[config.mk]
export PLATFORM = sky130hd
export DESIGN_NAME = qdi_1of4_sync_responder
export DESIGN_NICKNAME = d
export VERILOG_FILES = /design/src/rtl/qdi_1of4_pkg.sv /design/src/rtl/qdi_sync_bit.sv /design/src/rtl/qdi_1of4_sync_responder.sv
export SDC_FILE = /design/constraint.sdc
export NUM_CORES = 1
export LEC_CHECK = 0
export ABC_AREA = 1
export CORE_MARGIN = 3
export CORE_UTILIZATION = 55
export DETAILED_ROUTE_END_ITERATION = 8
export HOLD_SLACK_MARGIN = 0.05
export PLACE_DENSITY = 0.75
export SYNTH_ARGS = -nofsm -noshare
export SYNTH_HDL_FRONTEND = slang
export SYNTH_SLANG_ARGS = --single-unit
[constraint.sdc]
create_clock -name CLK -period 2.92 [get_ports CLK]
set_input_delay 0.584 -clock CLK [delete_from_list [all_inputs] [get_ports CLK]]
set_output_delay 0.584 -clock CLK [all_outputs]
set_load 0.005 [all_outputs]
[src/rtl/qdi_1of4_pkg.sv]
// Shared definitions for the 1-of-4 QDI responder: opcodes, FSM states,
// the FIFO entry layout and 1-of-4 code helpers.
package qdi_1of4_pkg;

   localparam logic [1:0] OP_DROP = 2'd0;
   localparam logic [1:0] OP_INV  = 2'd1;
   localparam logic [1:0] OP_DUP  = 2'd2;
   localparam logic [1:0] OP_FWD  = 2'd3;

   typedef enum logic [1:0] {
      IN_WAIT    = 2'd0,
      IN_ACK     = 2'd1,
      IN_NEUTRAL = 2'd2
   } in_state_e;

   typedef enum logic [1:0] {
      OUT_IDLE  = 2'd0,
      OUT_DRIVE = 2'd1,
      OUT_RTZ   = 2'd2
   } out_state_e;

   typedef struct packed {
      logic       dup;
      logic [1:0] value;
   } fifo_entry_t;

   function automatic logic is_onehot4(input logic [3:0] x);
      return (x != 4'b0000) && ((x & (x - 4'd1)) == 4'b0000);
   endfunction

   function automatic logic [1:0] onehot2bin(input logic [3:0] x);
      case (x)
         4'b0010: return 2'd1;
         4'b0100: return 2'd2;
         4'b1000: return 2'd3;
         default: return 2'd0;
      endcase
   endfunction

   function automatic logic [3:0] bin2onehot(input logic [1:0] b);
      return 4'b0001 << b;
   endfunction

endpackage

[src/rtl/qdi_sync_bit.sv]
// SYNC_STAGES-deep flop chain with asynchronous active-low clear.
module qdi_sync_bit #(
   parameter int unsigned SYNC_STAGES = 2
) (
   input  logic clk,
   input  logic rst_n,
   input  logic d,
   output logic q
);

   logic [SYNC_STAGES-1:0] chain;

   always_ff @(posedge clk or negedge rst_n) begin
      if (!rst_n) chain <= '0;
      else        chain <= {chain[SYNC_STAGES-2:0], d};
   end

   assign q = chain[SYNC_STAGES-1];

endmodule

[src/rtl/qdi_1of4_sync_responder.sv]
// Clocked far-end responder for a 1-of-4 data/control channel pair with an output FIFO.
// Define QDI_RESPONDER_ERRCHK_EN to enable the sticky protocol-error checker (ERR).
module qdi_1of4_sync_responder
   import qdi_1of4_pkg::*;
#(
   parameter int unsigned DEPTH       = 4,
   parameter int unsigned SYNC_STAGES = 2
) (
   input  logic                     CLK,
   input  logic                     RESET,
   input  logic [3:0]               Rx,
   output logic                     Rxe,
   input  logic [3:0]               Cx,
   output logic                     Cxe,
   output logic [3:0]               Tx,
   input  logic                     Txe,
   output logic                     ERR,
   output logic [$clog2(DEPTH):0]   LEVEL
);

   localparam int unsigned AW = $clog2(DEPTH);
   localparam logic [AW:0] FULL_CNT = (AW+1)'(DEPTH);

   logic [3:0] rx_s, cx_s;
   logic       txe_s;

   for (genvar i = 0; i < 4; i++) begin : g_sync
      qdi_sync_bit #(.SYNC_STAGES(SYNC_STAGES)) u_rx (
         .clk(CLK), .rst_n(RESET), .d(Rx[i]), .q(rx_s[i]));
      qdi_sync_bit #(.SYNC_STAGES(SYNC_STAGES)) u_cx (
         .clk(CLK), .rst_n(RESET), .d(Cx[i]), .q(cx_s[i]));
   end

   qdi_sync_bit #(.SYNC_STAGES(SYNC_STAGES)) u_txe (
      .clk(CLK), .rst_n(RESET), .d(Txe), .q(txe_s));

   in_state_e   in_st;
   out_state_e  out_st;
   logic        rxe_q;
   logic [3:0]  tx_q;

   fifo_entry_t       mem [DEPTH];
   logic [AW-1:0]     wr_ptr, rd_ptr;
   logic [AW:0]       count;
   fifo_entry_t       head, push_ent;

   logic       rx_v, cx_v, full, blocked;
   logic [1:0] d_val, c_val;
   logic       accept, push, pop, clr_dup;

   assign rx_v  = is_onehot4(rx_s);
   assign cx_v  = is_onehot4(cx_s);
   assign d_val = onehot2bin(rx_s);
   assign c_val = onehot2bin(cx_s);
   assign full  = (count == FULL_CNT);
   assign head  = mem[rd_ptr];

   assign accept = (in_st == IN_WAIT) && rx_v && cx_v && !full && !blocked;
   assign push   = accept && (c_val != OP_DROP);

   always_comb begin
      push_ent       = '0;
      push_ent.dup   = (c_val == OP_DUP);
      push_ent.value = (c_val == OP_INV) ? ~d_val : d_val;
   end

   // A dup entry is replayed by clearing its flag in place instead of popping.
   assign pop     = (out_st == OUT_RTZ) && txe_s && !head.dup;
   assign clr_dup = (out_st == OUT_RTZ) && txe_s &&  head.dup;

`ifdef QDI_RESPONDER_ERRCHK_EN
   logic [3:0] rx_p, cx_p;
   logic       blk_q, err_q, err_evt, rx_multi, cx_multi, rx_swap, cx_swap;

   assign rx_multi = (rx_s != 4'b0000) && !rx_v;
   assign cx_multi = (cx_s != 4'b0000) && !cx_v;
   assign rx_swap  = is_onehot4(rx_p) && rx_v && (rx_s != rx_p);
   assign cx_swap  = is_onehot4(cx_p) && cx_v && (cx_s != cx_p);
   assign err_evt  = rx_multi || cx_multi ||
                     ((in_st == IN_WAIT) && (rx_swap || cx_swap));
   // The offending token stays ignored until both channels return neutral.
   assign blocked  = blk_q || err_evt;
   assign ERR      = err_q;

   always_ff @(posedge CLK or negedge RESET) begin
      if (!RESET) begin
         rx_p  <= '0;
         cx_p  <= '0;
         blk_q <= 1'b0;
         err_q <= 1'b0;
      end else begin
         rx_p <= rx_s;
         cx_p <= cx_s;
         if (err_evt) err_q <= 1'b1;
         if (err_evt)                                    blk_q <= 1'b1;
         else if ((rx_s == 4'b0000) && (cx_s == 4'b0000)) blk_q <= 1'b0;
      end
   end
`else
   assign blocked = 1'b0;
   assign ERR     = 1'b0;
`endif

   always_ff @(posedge CLK or negedge RESET) begin
      if (!RESET) begin
         in_st <= IN_WAIT;
         rxe_q <= 1'b1;
      end else begin
         case (in_st)
            IN_WAIT: if (accept) begin
               in_st <= IN_ACK;
               rxe_q <= 1'b0;
            end
            IN_ACK: if ((rx_s == 4'b0000) && (cx_s == 4'b0000)) in_st <= IN_NEUTRAL;
            IN_NEUTRAL: begin
               rxe_q <= 1'b1;
               in_st <= IN_WAIT;
            end
            default: in_st <= IN_WAIT;
         endcase
      end
   end

   assign Rxe = rxe_q;
   assign Cxe = rxe_q;

   always_ff @(posedge CLK or negedge RESET) begin
      if (!RESET) begin
         out_st <= OUT_IDLE;
         tx_q   <= '0;
      end else begin
         case (out_st)
            OUT_IDLE: if ((count != '0) && txe_s) begin
               tx_q   <= bin2onehot(head.value);
               out_st <= OUT_DRIVE;
            end
            OUT_DRIVE: if (!txe_s) begin
               tx_q   <= '0;
               out_st <= OUT_RTZ;
            end
            OUT_RTZ: if (txe_s) out_st <= OUT_IDLE;
            default: out_st <= OUT_IDLE;
         endcase
      end
   end

   assign Tx = tx_q;

   always_ff @(posedge CLK or negedge RESET) begin
      if (!RESET) begin
         wr_ptr <= '0;
         rd_ptr <= '0;
         count  <= '0;
      end else begin
         if (push) wr_ptr <= wr_ptr + 1'b1;
         if (pop)  rd_ptr <= rd_ptr + 1'b1;
         case ({push, pop})
            2'b10:   count <= count + 1'b1;
            2'b01:   count <= count - 1'b1;
            default: count <= count;
         endcase
      end
   end

   always_ff @(posedge CLK) begin
      if (push)    mem[wr_ptr] <= push_ent;
      if (clr_dup) mem[rd_ptr].dup <= 1'b0;
   end

   assign LEVEL = count;

endmodule

==> results of run 1 <==
## metal layers
layer  track usage, %  wire (um)  share of wire (%)
met5                0          0                  0
met2             28.2       1610                 45
met3             4.60        169                4.7
met4             9.18         96                2.7
met1             26.5       1710                 48
## area by class of cell
class                   count  area [um^2]  share of cell area (%)
clock buffers               7         76.3                    3.10
clock inverters             1         30.0                    1.22
inverters                  36          135                    5.49
multi-input cells         133          793                    32.2
flip-flops and latches     46         1170                    47.6
well taps                  46         57.6                    2.34
repair buffers             20          198                    8.03
## flip-flops by register name, summed over array words and instances, names as in the netlist
name and count:
mem 12, g_sync.u_cx.chain 8, g_sync.u_rx.chain 8, Tx 4, LEVEL 3, in_st 2
out_st 2, rd_ptr 2, u_txe.chain 2, wr_ptr 2, Cxe 1
## worst paths after layout
kind / slack [ns] / startpoint / depth (start not counted) / endpoint
min in group asynchronous: 0.69 / RESET / 2 / g_sync[2].u_cx.chain[0]$_DFF_PN0_
worst min register to register: 0.35 / g_sync[0].u_cx.chain[0]$_DFF_PN0_ / 0 / g_sync[0].u_cx.chain[1]$_DFF_PN0_
worst max-delay path: 0.74 / rd_ptr[0]$_DFFE_PN0P_ / 12 / LEVEL[2]$_DFFE_PN0P_
max in group asynchronous: 1.91 / RESET / 2 / Cxe$_DFFE_PN1P_
worst min-delay path: 0.35 / g_sync[0].u_cx.chain[0]$_DFF_PN0_ / 0 / g_sync[0].u_cx.chain[1]$_DFF_PN0_
worst max register to register: 0.74 / rd_ptr[0]$_DFFE_PN0P_ / 12 / LEVEL[2]$_DFFE_PN0P_
## power groups by stage
| stage | logic [uW] | clock network (uW) | registers [uW] |
|---|---|---|---|
| after floorplan | 386 | 0 | 865 |
| after global placement | 570 | 0 | 875 |
| after detailed placement | 582 | 0 | 882 |
| after CTS | 590 | 467 | 869 |
| after global routing | 677 | 488 | 887 |
| final | 584 | 456 | 866 |
## per-stage QoR
stage,hold slack [ns],cells
2_1_floorplan,0.288,217
3_3_place_gp,0.332,281
3_5_place_dp,0.335,281
4_1_cts,0.353,289
5_1_grt,0.361,289
6_report,0.351,289
## kinds of logic (layout without fill, tap and decap cells)
logic type               Yosys count  count (layout)  share of synthesized area (%)
AND/OR/NAND/NOR                  100             100                           24.2
flip-flops                        46              46                           55.4
buffers and inverters             38              64                           7.10
AO/OA/AOI/OAI                     16              16                           4.38
adder cells (fa/ha/maj)           10              10                           6.27
XOR/XNOR                           6               6                           2.48
other                              1               1                          0.177
## worst register-to-register path, delay by kind of cell, from the launching register on
family                   cells  cell delay [ns]
flip-flops                   1             0.50
AND/OR/NAND/NOR              4             0.35
AO/OA/AOI/OAI                2             0.26
adder cells (fa/ha/maj)      2             0.52
buffers and inverters        3             0.30
XOR/XNOR                     1             0.14
## cell usage after synthesis, types with 4 or more instances
cell	count
ha_1	9
dfxtp_1	4
nand2_1	47
nand3_1	10
o21ai_0	4
nand4_1	4
dfrtp_1	33
nor2_1	14
xor2_1	4
edfxtp_1	8
nand2_2	5
nor2_2	7
o22ai_1	4
inv_1	33
==> impl_metrics.ini, run 1 <==
[outcome]
outcome = completed

[grt]
grt_pass1_vias = 1412
grt_overflow = 0
grt.total_usage_pct = 19.1
grt_max_degree = 35
antenna_found_initial = 0
grt_pass1_wl_um = 6350

[detailed_routing]
ant_nets = 0
vias = 1436
drc_errors = 0
avgViaCountPerCell = 4.97
drt_iter0_drc = 124
wl_um = 3590
first_pass_iters = 4
wire_per_inst_um = 12.4

[setup_path]
crit_path_frequent_cell = nand2_1
path_max_fanout = 9
start_kind = flop
crit_buf_inv = 3
slowest_delay_ns = 0.50
criticalPathCategory = reg -> reg
endpoint_kind = flop
crit_chain = inv_2 -> nand2_1 -> nand3_1 -> nand2_1 -> nand2_1 -> inv_2 -> ha_1 -> inv_1 -> fa_1 -> a21oi_1 -> o21ai_0 -> xnor2_1
crit_family = adder cells
worstPathArrival_ns = 2.36
critPathRequiredTime_ns = 3.10
crit_slowest_cell = dfrtp_1

[cells_and_area]
fin_area_um2 = 2460
fin_util_pct = 69.9
nNetsFinal = 263
final_common_cell = nand2_1
drive_gt1_share_pct = 14.0
antennaDiodeCount = 0
areaGrowthSynthToFinish_pct = 16.4
final_cell_mix = nand2_1, dfrtp_1, inv_1, clkdlybuf4s50_1, nor2_1
n_fill_cell = 274

[power_and_ir_drop]
power_uw = 1910
p_sw_share_pct = 32.9
p_seq_share_pct = 45.4
combPwrFrac_pct = 30.6
clock_power_share_pct = 23.9
p_leak_uw = 0.00116
cellPowerDensity_nw_per_um2 = 774
vdd_drop_max_mv = 0.404
switchingPower_uw = 627
intPower_uw = 1280

[yosys]
syn_nets = 238
synth_cells = 217
synth_top_cell_by_area = dfrtp_1
avgSynthCellArea_um2 = 9.75
synth_edf_count = 8
syn-cell-area_um2 = 2120
yosysWarnings = 0
async_flop_share_pct = 73.9
synth.distinct_cells = 32
ys_seq_area_share_pct = 55.4
ys_seq_elements = 46
netlist.area_leader.share_pct = 39.0
ys.flop_type = dfrtp_1
synth.area.top_cells = dfrtp_1, edfxtp_1, nand2_1

[clocking]
h-tree-depth = 2
clk_root_buffer_cell = clkbuf_8
clock_latency_ns = 0.30
cts_buffers = 5
clock_sinks = 46
cts_hold_buf = 0
clk_pin_slew_ns = 0.08
cts_tree = built
ctsLongestPathBuffers = 2
cts.repair.resized = 0
cts_setup_buffers = 0

[die]
rows = 21
die_area_um2 = 4630
dieWidth_um = 68.0
initial_utilization_pct = 60.1
ios = 21
die_h_um = 68.0
coreArea_um2 = 3520

[timing]
hold_viol = 0
clock.fmax_mhz = 459
rsz0062_at_grt = false
report.final.slew_viol_count = 0
fin_crit_ns = 2.18
setup_violations = 0
timing.final.ws_setup_ns = 0.739
fin_crit_sh_pct = 74.7
finClkSkew_ns = 0.00701
setup_tns_ns = 0

[placement]
hpwlAfterDp_um = 2720
gp_congestion = 0.807
place_ws_ns = 0.770
place_area_um2 = 2360
portBuffers = 19

[hold_path]
hp-class = reg -> reg

[run]
drv_cap = 0
(Power assumes the default switching activity.)
==> run 2: changes to the inputs <==
- clock period: 2.92 -> 2.1 ns (I/O delays scaled with it)
==> run 2 against run 1 <==
Compared with the run above: count of clock-buffer cells in the layout is the same; routed wire length shrank 0.95%; critical endpoint is now LEVEL[1]$_DFFE_PN0P_; highest routed layer unchanged; global-route usage shrank 0.74 points.
==> impl_metrics.ini, run 2 (synthesized netlist as in run 1, its figures left out) <==
[outcome]
outcome = completed

[clocking]
clk_pin_slew_ns = 0.08
clock_sinks = 46
h-tree-depth = 2
cts_buffers = 5
cts_tree = built
clk_root_buffer_cell = clkbuf_8
clock_latency_ns = 0.29
ctsLongestPathBuffers = 2

[setup_path]
worstPathArrival_ns = 2.16
criticalPathCategory = reg -> reg
critPathRequiredTime_ns = 2.33
path_max_fanout = 3
endpoint_kind = flop
start_kind = flop

[power_and_ir_drop]
cellPowerDensity_nw_per_um2 = 1050
power_uw = 2650
p_leak_uw = 0.00118
vdd_drop_max_mv = 0.618

[detailed_routing]
avgViaCountPerCell = 4.81
wire_per_inst_um = 12.0
ant_nets = 0
drc_errors = 0
vias = 1420
wl_um = 3550
first_pass_iters = 4
drt_iter0_drc = 92

[cells_and_area]
top_register = mem
areaGrowthSynthToFinish_pct = 18.9
drive_gt1_share_pct = 19.7
nNetsFinal = 269
largestRegisters = mem x12, g_sync.u_cx.chain x8, g_sync.u_rx.chain x8
final_common_cell = nand2_1
final_cell_mix = nand2_1, inv_1, dfrtp_1, clkdlybuf4s50_1, nor2_1
antennaDiodeCount = 0
largest_reg_flops = 12

[placement]
hpwlAfterDp_um = 2660
gp_congestion = 0.804
place_ws_ns = 0.0381
portBuffers = 19

[hold_path]
hp-class = reg -> reg

[grt]
grt_overflow = 0
grt_pass1_wl_um = 6080
grt_max_degree = 35
grt_pass1_vias = 1325
antenna_found_initial = 0
grt.total_usage_pct = 18.4

[timing]
fin_crit_sh_pct = 92.3
hold_viol = 0
clock.fmax_mhz = 516
setup_tns_ns = 0
setup_violations = 0
fin_crit_ns = 1.94
report.final.slew_viol_count = 0
timing.final.ws_setup_ns = 0.163
finClkSkew_ns = 0.00670

[die]
ios = 21
die_h_um = 68.0
die_area_um2 = 4630
dieWidth_um = 68.0
rows = 21
initial_utilization_pct = 60.1
coreArea_um2 = 3520

[run]
drv_cap = 0
run 2: metrics by stage:
step                      hold slack (ns)  instances  instance area [um^2]  util [%]
after floorplan                     0.124        217                  2120         -
after global placement              0.331        284                  2380      67.6
after detailed placement            0.336        284                  2380      67.6
after CTS                           0.354        292                  2470      70.1
after global routing                0.360        295                  2520      71.5
final                               0.353        295                  2520      71.5
run 2: path summary, 6_finish.rpt:
check                           slack, ns                               from  depth (start not counted)                                 to
worst max-delay path                 0.16               in_st[0]$_DFFE_PN0P_                          9               LEVEL[1]$_DFFE_PN0P_
worst min-delay path                 0.35  g_sync[1].u_cx.chain[0]$_DFF_PN0_                          0  g_sync[1].u_cx.chain[1]$_DFF_PN0_
worst max register to register       0.16               in_st[0]$_DFFE_PN0P_                          9               LEVEL[1]$_DFFE_PN0P_
worst min register to register       0.35  g_sync[1].u_cx.chain[0]$_DFF_PN0_                          0  g_sync[1].u_cx.chain[1]$_DFF_PN0_
max in group asynchronous            1.24                              RESET                          2              rd_ptr[1]$_DFFE_PN0P_
min in group asynchronous            0.53                              RESET                          2  g_sync[2].u_cx.chain[0]$_DFF_PN0_
run 2: repair_timing:
item / in CTS / in global routing
endpoints found under the setup margin: 0 / 2
hold endpoints to repair: 0 / 0
gates resized for setup: 0 / 11
hold buffers: 0 / 0
setup buffers: 0 / 3
run 2: cell type report:
type                    instances  area, um^2
clock inverters                 1        5.00
multi-input cells             133         815
fillers                       270        1000
flip-flops and latches         46        1170
well taps                      46        57.6
inverters                      36         135
clock buffers                   7        86.3
repair buffers                 26         243
run 2: report_power, final:
group | leakage [uW] | total [uW] | switching (uW) | internal, uW
Clock | 0.0000482 | 541 | 276 | 265
Sequential | 0.000517 | 1210 | 137 | 1070
Combinational | 0.000613 | 902 | 482 | 420
run 2: routing by layer:
layer	vias to the layer above	share of wire, %	global-route usage (%)
li1	733	-	-
met1	655	51	25.3
met2	25	44	27.9
met3	7	3.9	4.43
met4	0	1.8	7.44
met5	-	0	0
run 2: critical path, cell delays in order, from the launching register on:
cell	delay, ns
dfrtp_1	0.41
nor2_2	0.13
nand2_1	0.07
nor2_2	0.11
nor2b_4	0.18
nand3_4	0.07
ha_1	0.19
inv_1	0.12
fa_2	0.45
o21ai_1	0.14
